$ cat src/rtl/adder_pipe_if.sv
// Handshake and payload bundle for adder_pipe: operand beat in, result beat out.
interface adder_pipe_if #(
    parameter int N = 32
) ();
    logic         in_valid;
    logic         in_ready;
    logic [N-1:0] a;
    logic [N-1:0] b;
    logic         cin;
    logic         sub;
    logic         sat;
    logic         out_valid;
    logic         out_ready;
    logic [N-1:0] y;
    logic         cout;
    logic         ovf;
    logic         zero;
    logic         neg;

    // Producer/consumer side that drives operands and accepts results.
    modport master (
        output in_valid, a, b, cin, sub, sat, out_ready,
        input  in_ready, out_valid, y, cout, ovf, zero, neg
    );

    // The adder itself.
    modport slave (
        input  in_valid, a, b, cin, sub, sat, out_ready,
        output in_ready, out_valid, y, cout, ovf, zero, neg
    );
endinterface

$ cat src/rtl/adder_pipe.sv
// Pipelined add/subtract with optional signed saturation.
// The N-bit carry chain is split into K chunks of W = N/K bits; chunk i is
// added in stage i using the carry registered by stage i-1. Operands travel
// whole with the beat, completed chunks accumulate in a partial-sum register,
// and the last stage produces the saturated result and flags.
// One global advance signal (adv) freezes every stage on output back-pressure.
module adder_pipe #(
    parameter int N = 32,
    parameter int K = 4
) (
    input logic         clk,
    input logic         rst_n,
    adder_pipe_if.slave bus
);
    localparam int W = N / K;

    localparam logic signed [N-1:0] SAT_MAX = {1'b0, {(N-1){1'b1}}};
    localparam logic signed [N-1:0] SAT_MIN = {1'b1, {(N-1){1'b0}}};

    // Two's-complement overflow from the operand and sum sign bits.
    function automatic logic signed_ovf(input logic a_sign, input logic b_sign,
                                        input logic s_sign);
        return (a_sign & b_sign & ~s_sign) | (~a_sign & ~b_sign & s_sign);
    endfunction

    // Clamp to the signed range when saturation is requested and the raw
    // sum overflowed; the direction of overflow follows the sign of a.
    function automatic logic signed [N-1:0] saturate(input logic signed [N-1:0] s,
                                                     input logic ovf,
                                                     input logic sat,
                                                     input logic a_sign);
        if (sat && ovf) begin
            return a_sign ? SAT_MIN : SAT_MAX;
        end
        return s;
    endfunction

    // Output registers (last pipeline stage).
    logic         out_valid_r;
    logic [N-1:0] y_r;
    logic         cout_r;
    logic         ovf_r;
    logic         zero_r;
    logic         neg_r;

    // Whole pipeline moves together; it only stops when a result sits
    // unconsumed at the output.
    logic adv;
    assign adv          = ~out_valid_r | bus.out_ready;
    assign bus.in_ready = adv;

    assign bus.out_valid = out_valid_r;
    assign bus.y         = y_r;
    assign bus.cout      = cout_r;
    assign bus.ovf       = ovf_r;
    assign bus.zero      = zero_r;
    assign bus.neg       = neg_r;

    // What each stage sees as its input (the bus for stage 0, otherwise the
    // registers of the stage before it).
    logic         src_vld    [K];
    logic         src_c      [K];
    logic         src_sub    [K];
    logic         src_sat    [K];
    logic [N-1:0] src_a      [K];
    logic [N-1:0] src_b      [K];
    logic [N-1:0] src_s      [K];

    // Per-stage chunk arithmetic.
    logic [W-1:0] beff_chunk [K];
    logic [W-1:0] sum_chunk  [K];
    logic         carry_out  [K];
    logic [N-1:0] s_next     [K];

    // Inter-stage registers; entry K-1 is unused because the last stage
    // writes straight into the output registers.
    logic         vld_p      [K];
    logic         carry_p    [K];
    logic         sub_p      [K];
    logic         sat_p      [K];
    logic [N-1:0] a_p        [K];
    logic [N-1:0] b_p        [K];
    logic [N-1:0] s_p        [K];

    for (genvar i = 0; i < K; i++) begin : g_stage
        localparam logic [N-1:0] CHUNK_MASK = {{(N-W){1'b0}}, {W{1'b1}}} << (i * W);

        if (i == 0) begin : g_src_bus
            // Subtraction forces the carry-in to 1 and ignores cin.
            assign src_vld[i] = bus.in_valid;
            assign src_c[i]   = bus.sub ? 1'b1 : bus.cin;
            assign src_sub[i] = bus.sub;
            assign src_sat[i] = bus.sat;
            assign src_a[i]   = bus.a;
            assign src_b[i]   = bus.b;
            assign src_s[i]   = '0;
        end else begin : g_src_reg
            assign src_vld[i] = vld_p[i-1];
            assign src_c[i]   = carry_p[i-1];
            assign src_sub[i] = sub_p[i-1];
            assign src_sat[i] = sat_p[i-1];
            assign src_a[i]   = a_p[i-1];
            assign src_b[i]   = b_p[i-1];
            assign src_s[i]   = s_p[i-1];
        end

        // b is inverted chunk by chunk, using the sub bit carried with the beat.
        assign beff_chunk[i] = src_sub[i] ? ~src_b[i][i*W +: W] : src_b[i][i*W +: W];

        assign {carry_out[i], sum_chunk[i]} = {1'b0, src_a[i][i*W +: W]}
                                            + {1'b0, beff_chunk[i]}
                                            + {{W{1'b0}}, src_c[i]};

        // Drop this stage's chunk into its slot of the partial sum.
        assign s_next[i] = (src_s[i] & ~CHUNK_MASK)
                         | (({{(N-W){1'b0}}, sum_chunk[i]}) << (i * W));

        if (i < K - 1) begin : g_mid
            // Stage i valid bit: the only reset state in the middle stages.
            always_ff @(posedge clk or negedge rst_n) begin
                if (!rst_n) begin
                    vld_p[i] <= 1'b0;
                end else if (adv) begin
                    vld_p[i] <= src_vld[i];
                end
            end

            // Stage i payload: carry, control bits, operands and partial sum.
            always_ff @(posedge clk) begin
                if (adv) begin
                    carry_p[i] <= carry_out[i];
                    sub_p[i]   <= src_sub[i];
                    sat_p[i]   <= src_sat[i];
                    a_p[i]     <= src_a[i];
                    b_p[i]     <= src_b[i];
                    s_p[i]     <= s_next[i];
                end
            end
        end else begin : g_last
            logic         a_sign;
            logic         b_sign;
            logic         ovf_raw;
            logic [N-1:0] y_next;

            // Sign bits come from the top chunk, which only this stage consumes.
            assign a_sign  = src_a[i][N-1];
            assign b_sign  = beff_chunk[i][W-1];
            assign ovf_raw = signed_ovf(a_sign, b_sign, s_next[i][N-1]);
            assign y_next  = saturate(s_next[i], ovf_raw, src_sat[i], a_sign);

            // Output stage: result, raw carry/overflow and flags of the final value.
            always_ff @(posedge clk or negedge rst_n) begin
                if (!rst_n) begin
                    out_valid_r <= 1'b0;
                    y_r         <= '0;
                    cout_r      <= 1'b0;
                    ovf_r       <= 1'b0;
                    zero_r      <= 1'b0;
                    neg_r       <= 1'b0;
                end else if (adv) begin
                    out_valid_r <= src_vld[i];
                    y_r         <= y_next;
                    cout_r      <= carry_out[i];
                    ovf_r       <= ovf_raw;
                    zero_r      <= (y_next == '0);
                    neg_r       <= y_next[N-1];
                end
            end
        end
    end
endmodule

$ cat src/flat_wrapper.sv
// flat-port wrapper written by rule: the top's interface ports become plain ports
module adder_pipe_flat 
#(
    parameter int N = 32,
    parameter int K = 4
)
  (clk, rst_n, bus_in_valid, bus_a, bus_b, bus_cin, bus_sub, bus_sat, bus_out_ready, bus_in_ready, bus_out_valid, bus_y, bus_cout, bus_ovf, bus_zero, bus_neg);
  adder_pipe_if #(.N(N)) bus_i ();
  input logic clk;
  input logic rst_n;
  input wire logic [$bits(bus_i.in_valid)-1:0] bus_in_valid;
  input wire logic [$bits(bus_i.a)-1:0] bus_a;
  input wire logic [$bits(bus_i.b)-1:0] bus_b;
  input wire logic [$bits(bus_i.cin)-1:0] bus_cin;
  input wire logic [$bits(bus_i.sub)-1:0] bus_sub;
  input wire logic [$bits(bus_i.sat)-1:0] bus_sat;
  input wire logic [$bits(bus_i.out_ready)-1:0] bus_out_ready;
  output wire logic [$bits(bus_i.in_ready)-1:0] bus_in_ready;
  output wire logic [$bits(bus_i.out_valid)-1:0] bus_out_valid;
  output wire logic [$bits(bus_i.y)-1:0] bus_y;
  output wire logic [$bits(bus_i.cout)-1:0] bus_cout;
  output wire logic [$bits(bus_i.ovf)-1:0] bus_ovf;
  output wire logic [$bits(bus_i.zero)-1:0] bus_zero;
  output wire logic [$bits(bus_i.neg)-1:0] bus_neg;
  assign bus_i.in_valid = bus_in_valid;
  assign bus_i.a = bus_a;
  assign bus_i.b = bus_b;
  assign bus_i.cin = bus_cin;
  assign bus_i.sub = bus_sub;
  assign bus_i.sat = bus_sat;
  assign bus_i.out_ready = bus_out_ready;
  assign bus_in_ready = bus_i.in_ready;
  assign bus_out_valid = bus_i.out_valid;
  assign bus_y = bus_i.y;
  assign bus_cout = bus_i.cout;
  assign bus_ovf = bus_i.ovf;
  assign bus_zero = bus_i.zero;
  assign bus_neg = bus_i.neg;
  adder_pipe #(.N(N), .K(K)) u_core (.clk(clk), .rst_n(rst_n), .bus(bus_i));
endmodule
$ cat config.mk
export PLATFORM = sky130hd
export DESIGN_NAME = adder_pipe_flat
export DESIGN_NICKNAME = d
export VERILOG_FILES = /design/src/rtl/adder_pipe_if.sv /design/src/rtl/adder_pipe.sv /design/src/flat_wrapper.sv
export SDC_FILE = /design/constraint.sdc
export NUM_CORES = 1
export LEC_CHECK = 0
export CELL_PAD_IN_SITES_DETAIL_PLACEMENT = 1
export CELL_PAD_IN_SITES_GLOBAL_PLACEMENT = 1
export CORE_ASPECT_RATIO = 1.4
export CORE_MARGIN = 8
export CORE_UTILIZATION = 49
export CTS_CLUSTER_DIAMETER = 80
export DETAILED_ROUTE_END_ITERATION = 6
export PLACE_DENSITY = 0.92
export SLEW_MARGIN = 10
export SYNTH_ARGS = -nofsm -noshare
export SYNTH_HDL_FRONTEND = slang
export SYNTH_SLANG_ARGS = --single-unit
$ cat constraint.sdc
create_clock -name clk -period 18.1 [get_ports clk]
set_clock_uncertainty 0.2 [all_clocks]
set_input_delay 1.81 -clock clk [delete_from_list [all_inputs] [get_ports clk]]
set_output_delay 1.81 -clock clk [all_outputs]
set_load 0.01 [all_outputs]
==> results.py <==
metrics = {
    "outcome": {
        "outcome": "finished clean",
    },
    "clocking": {
        "htreeDepth": 4,
        "clock_path_buffers": 2,
        "clock_latency_ns": 0.44,
        "numCtsBuffers": 17,
        "cts_setup_buffers": 0,
        "cts_sinks": 192,
        "hold_buffers": 0,
        "clk_pin_slew_ns": 0.08,
        "cts_resized": 0,
        "clock-root-buffer": "clkbuf_16",
        "cts_tree": "built",
    },
    "detailed_routing": {
        "wire_per_inst_um": 22.15,
        "vias_per_cell": 5.566,
        "wirelength_um": 19210,
        "vias": 4826,
        "drtAntennaViolNets": 0,
        "drt-initial-drc-count": 366,
        "firstDrtPassIters": 5,
        "drc": 0,
    },
    "synthesis": {
        "yosysTopAreaCellShare_pct": 57.74,
        "ys_ff_latch": 192,
        "synth_top_cell_by_area": "edfxtp_1",
        "synth.cell_area_um2": 7958,
        "yosys_warnings": 0,
        "synth_top_family_by_area": "simple AND/OR/NAND/NOR gates",
        "synth_area_per_cell_um2": 14.55,
        "synthSimpleGateAreaFrac_pct": 9.575,
        "ys_seq_area_share_pct": 70.00,
        "synthMuxAreaShare_pct": 0,
        "synth_fp_nets": 655,
        "synthCells": 547,
        "synth.distinct_cells": 44,
        "synth_compound_area_share_pct": 5.708,
        "synth_xor_area_share_pct": 5.723,
        "synth_area_leaders": "edfxtp_1, dfrtp_1, ha_1, xor2_1, nand4_1",
        "yosys.area_share.adder_pct": 6.572,
    },
    "global_route": {
        "first_global_vias": 5566,
        "grt_pass1_wl_um": 30260,
        "antenna_found_initial": 0,
        "overflow": 0,
        "grt_max_degree": 93,
        "grt_usage_pct": 19.25,
    },
    "power": {
        "pwr-share-comb_pct": 37.7,
        "pwr-share-clk_pct": 20.9,
        "switching_share_pct": 36.46,
        "power_frac_seq_pct": 41.3,
        "peakVddDrop_uv": 84.37,
        "power_switching_uw": 693.1,
        "power_density_nw_per_um2": 193.3,
        "p_leak_nw": 3.857,
        "p_int_mw": 1.208,
    },
    "floorplanning": {
        "row_count": 55,
        "coreArea_um2": 16030,
        "initial_core_util_pct": 49.63,
        "io_pins": 109,
        "die_width_um": 123.7,
        "dieArea_um2": 20630,
        "fp.dieH_um": 166.8,
    },
    "sta": {
        "min_period_ns": 5.645,
        "drv_slew": 0,
        "hold_violations": 0,
        "rsz0062_at_grt": "no",
        "setup_viol": 0,
        "tightest_slew_ns": 1.140,
        "slew_headroom_pct": 23.74,
        "clock.fmax_ghz": 0.1772,
        "fin_crit_sh_pct": 31.19,
        "setup_tns_ns": 0,
    },
    "place": {
        "dpl-instance-area_um2": 9216,
        "place_congestion": 0.8384,
        "dp_cells": 835,
        "place_hpwl_um": 12560,
        "portBuffers": 108,
    },
    "worst_setup_path": {
        "critPathCaptureType": "output pin",
        "crit_fanout": 52,
        "crit_required_ns": 16.09,
        "worstSetupPathType": "in2out",
        "critPathArrivalTime_ns": 3.63,
        "start_kind": "primary input",
        "rrSetupSlack_ns": 14.13,
    },
    "finish": {
        "area.growth.synth_to_final_pct": 23.60,
        "design_area_um2": 9836,
        "multi_input_area_um2": 2203,
        "drive_above_1_share_pct": 6.287,
        "ff_latch_area_um2": 5570,
        "insertedDiodeCount": 0,
        "mostFrequentLayoutCell": "edfxtp_1",
        "fillers": 1557,
        "fin_nets": 763,
        "finalNonFillerCells": 867,
        "final_cell_mix": "edfxtp_1, clkdlybuf4s50_1, nand2_1",
    },
    "hold_path": {
        "hold_class": "reg2reg",
    },
    "job": {
        "maxCapViolCount": 0,
    },
}
==> layout make-up <==
| cell class | instances | area share (%) |
|---|---|---|
| Sequential cell | 192 | 56.63 |
| Timing Repair Buffer | 111 | 11.17 |
| Clock buffer | 18 | 4.363 |
| Inverter | 24 | 0.9668 |
| Clock inverter | 14 | 1.934 |
| Multi-Input combinational cell | 309 | 22.40 |
| Tap cell | 199 | 2.531 |
==> flip-flops by register name, indices dropped and copies added (netlist names), 3 cells and up <==
name / cells
u_core.a_p: 48
u_core.b_p: 48
u_core.s_p: 48
u_core.bus.y: 32
u_core.carry_p: 3
u_core.sat_p: 3
u_core.src_vld: 3
u_core.sub_p: 3
==> synth_stat cells, drive strengths merged <==
library cell	n
a2111oi	1
a211o	3
a211oi	1
a21boi	2
a21o	5
a21oi	15
a22o	2
a31oi	3
a41o	2
buf	11
clkbuf	11
dfrtp	39
edfxtp	153
fa	8
ha	29
inv	24
nand2	46
nand2b	6
nand3	25
nand4	28
nor2	21
nor2b	8
nor3	8
nor4	5
nor4b	1
o2111ai	2
o211ai	2
o21a	5
o21ai	16
o311ai	3
o31a	1
o31ai	1
o41ai	2
or3	6
xnor2	17
xor2	35
==> per-stage QoR <==
| step | setup slack [ns] | power, mW | hold WS (ns) | utilization [%] |
|---|---|---|---|---|
| floorplan | 9.313 | 1.220 | 0.2003 | - |
| global placement | 12.51 | 1.395 | 0.2004 | 57.48 |
| detailed placement | 12.46 | 1.470 | 0.2056 | 57.48 |
| CTS | 12.44 | 1.912 | 0.2229 | 61.34 |
| global route | 12.37 | 1.996 | 0.2256 | 61.34 |
| finish | 12.46 | 1.901 | 0.2235 | 61.34 |
==> final timing paths <==
check,startpoint,to,depth (start not counted)
setup / recovery,bus_out_ready,bus_in_ready,5
hold / removal,u_core.s_p[0][7],u_core.s_p[0][39],0
setup reg to reg,u_core.sub_p[0][2],u_core.bus.y[28],8
hold reg to reg,u_core.s_p[0][7],u_core.s_p[0][39],0
max in group asynchronous,rst_n,u_core.bus.y[0],1
min in group asynchronous,rst_n,u_core.bus.ovf,1
==> worst max-delay path, stage by stage <==
cell and delay (ns):
clkdlybuf4s50_1 0.48, nor2b_2 0.04, buf_4 0.26, inv_6 0.37, clkdlybuf4s50_1 0.63
==> kinds of logic (layout without fill, tap and decap cells) <==
kind of cell | Yosys count | after routing
buf+inv | 46 | 167
simple gates | 154 | 154
flops | 192 | 192
compound gates | 66 | 66
xor+xnor | 52 | 52
fa+ha+maj | 37 | 37
==> power by group through the flow <==
stage	clock (mW)	combinational [mW]	sequential, mW
6_report	0.398	0.718	0.786
5_1_grt	0.416	0.778	0.802
4_1_cts	0.403	0.721	0.789
3_5_place_dp	0	0.681	0.789
3_3_place_gp	0	0.623	0.773
2_1_floorplan	0	0.437	0.783
==> metal layers <==
metal	global-route usage (%)	wire length [um]	up-vias	share of wire (%)
met5	0	0	-	0
met2	35.66	10950	136	57
met3	4.027	787	40	4.1
met1	20.23	6999	2424	36
li1	-	-	2226	-
met4	7.725	463	0	2.4
(Power assumes the default switching activity.)
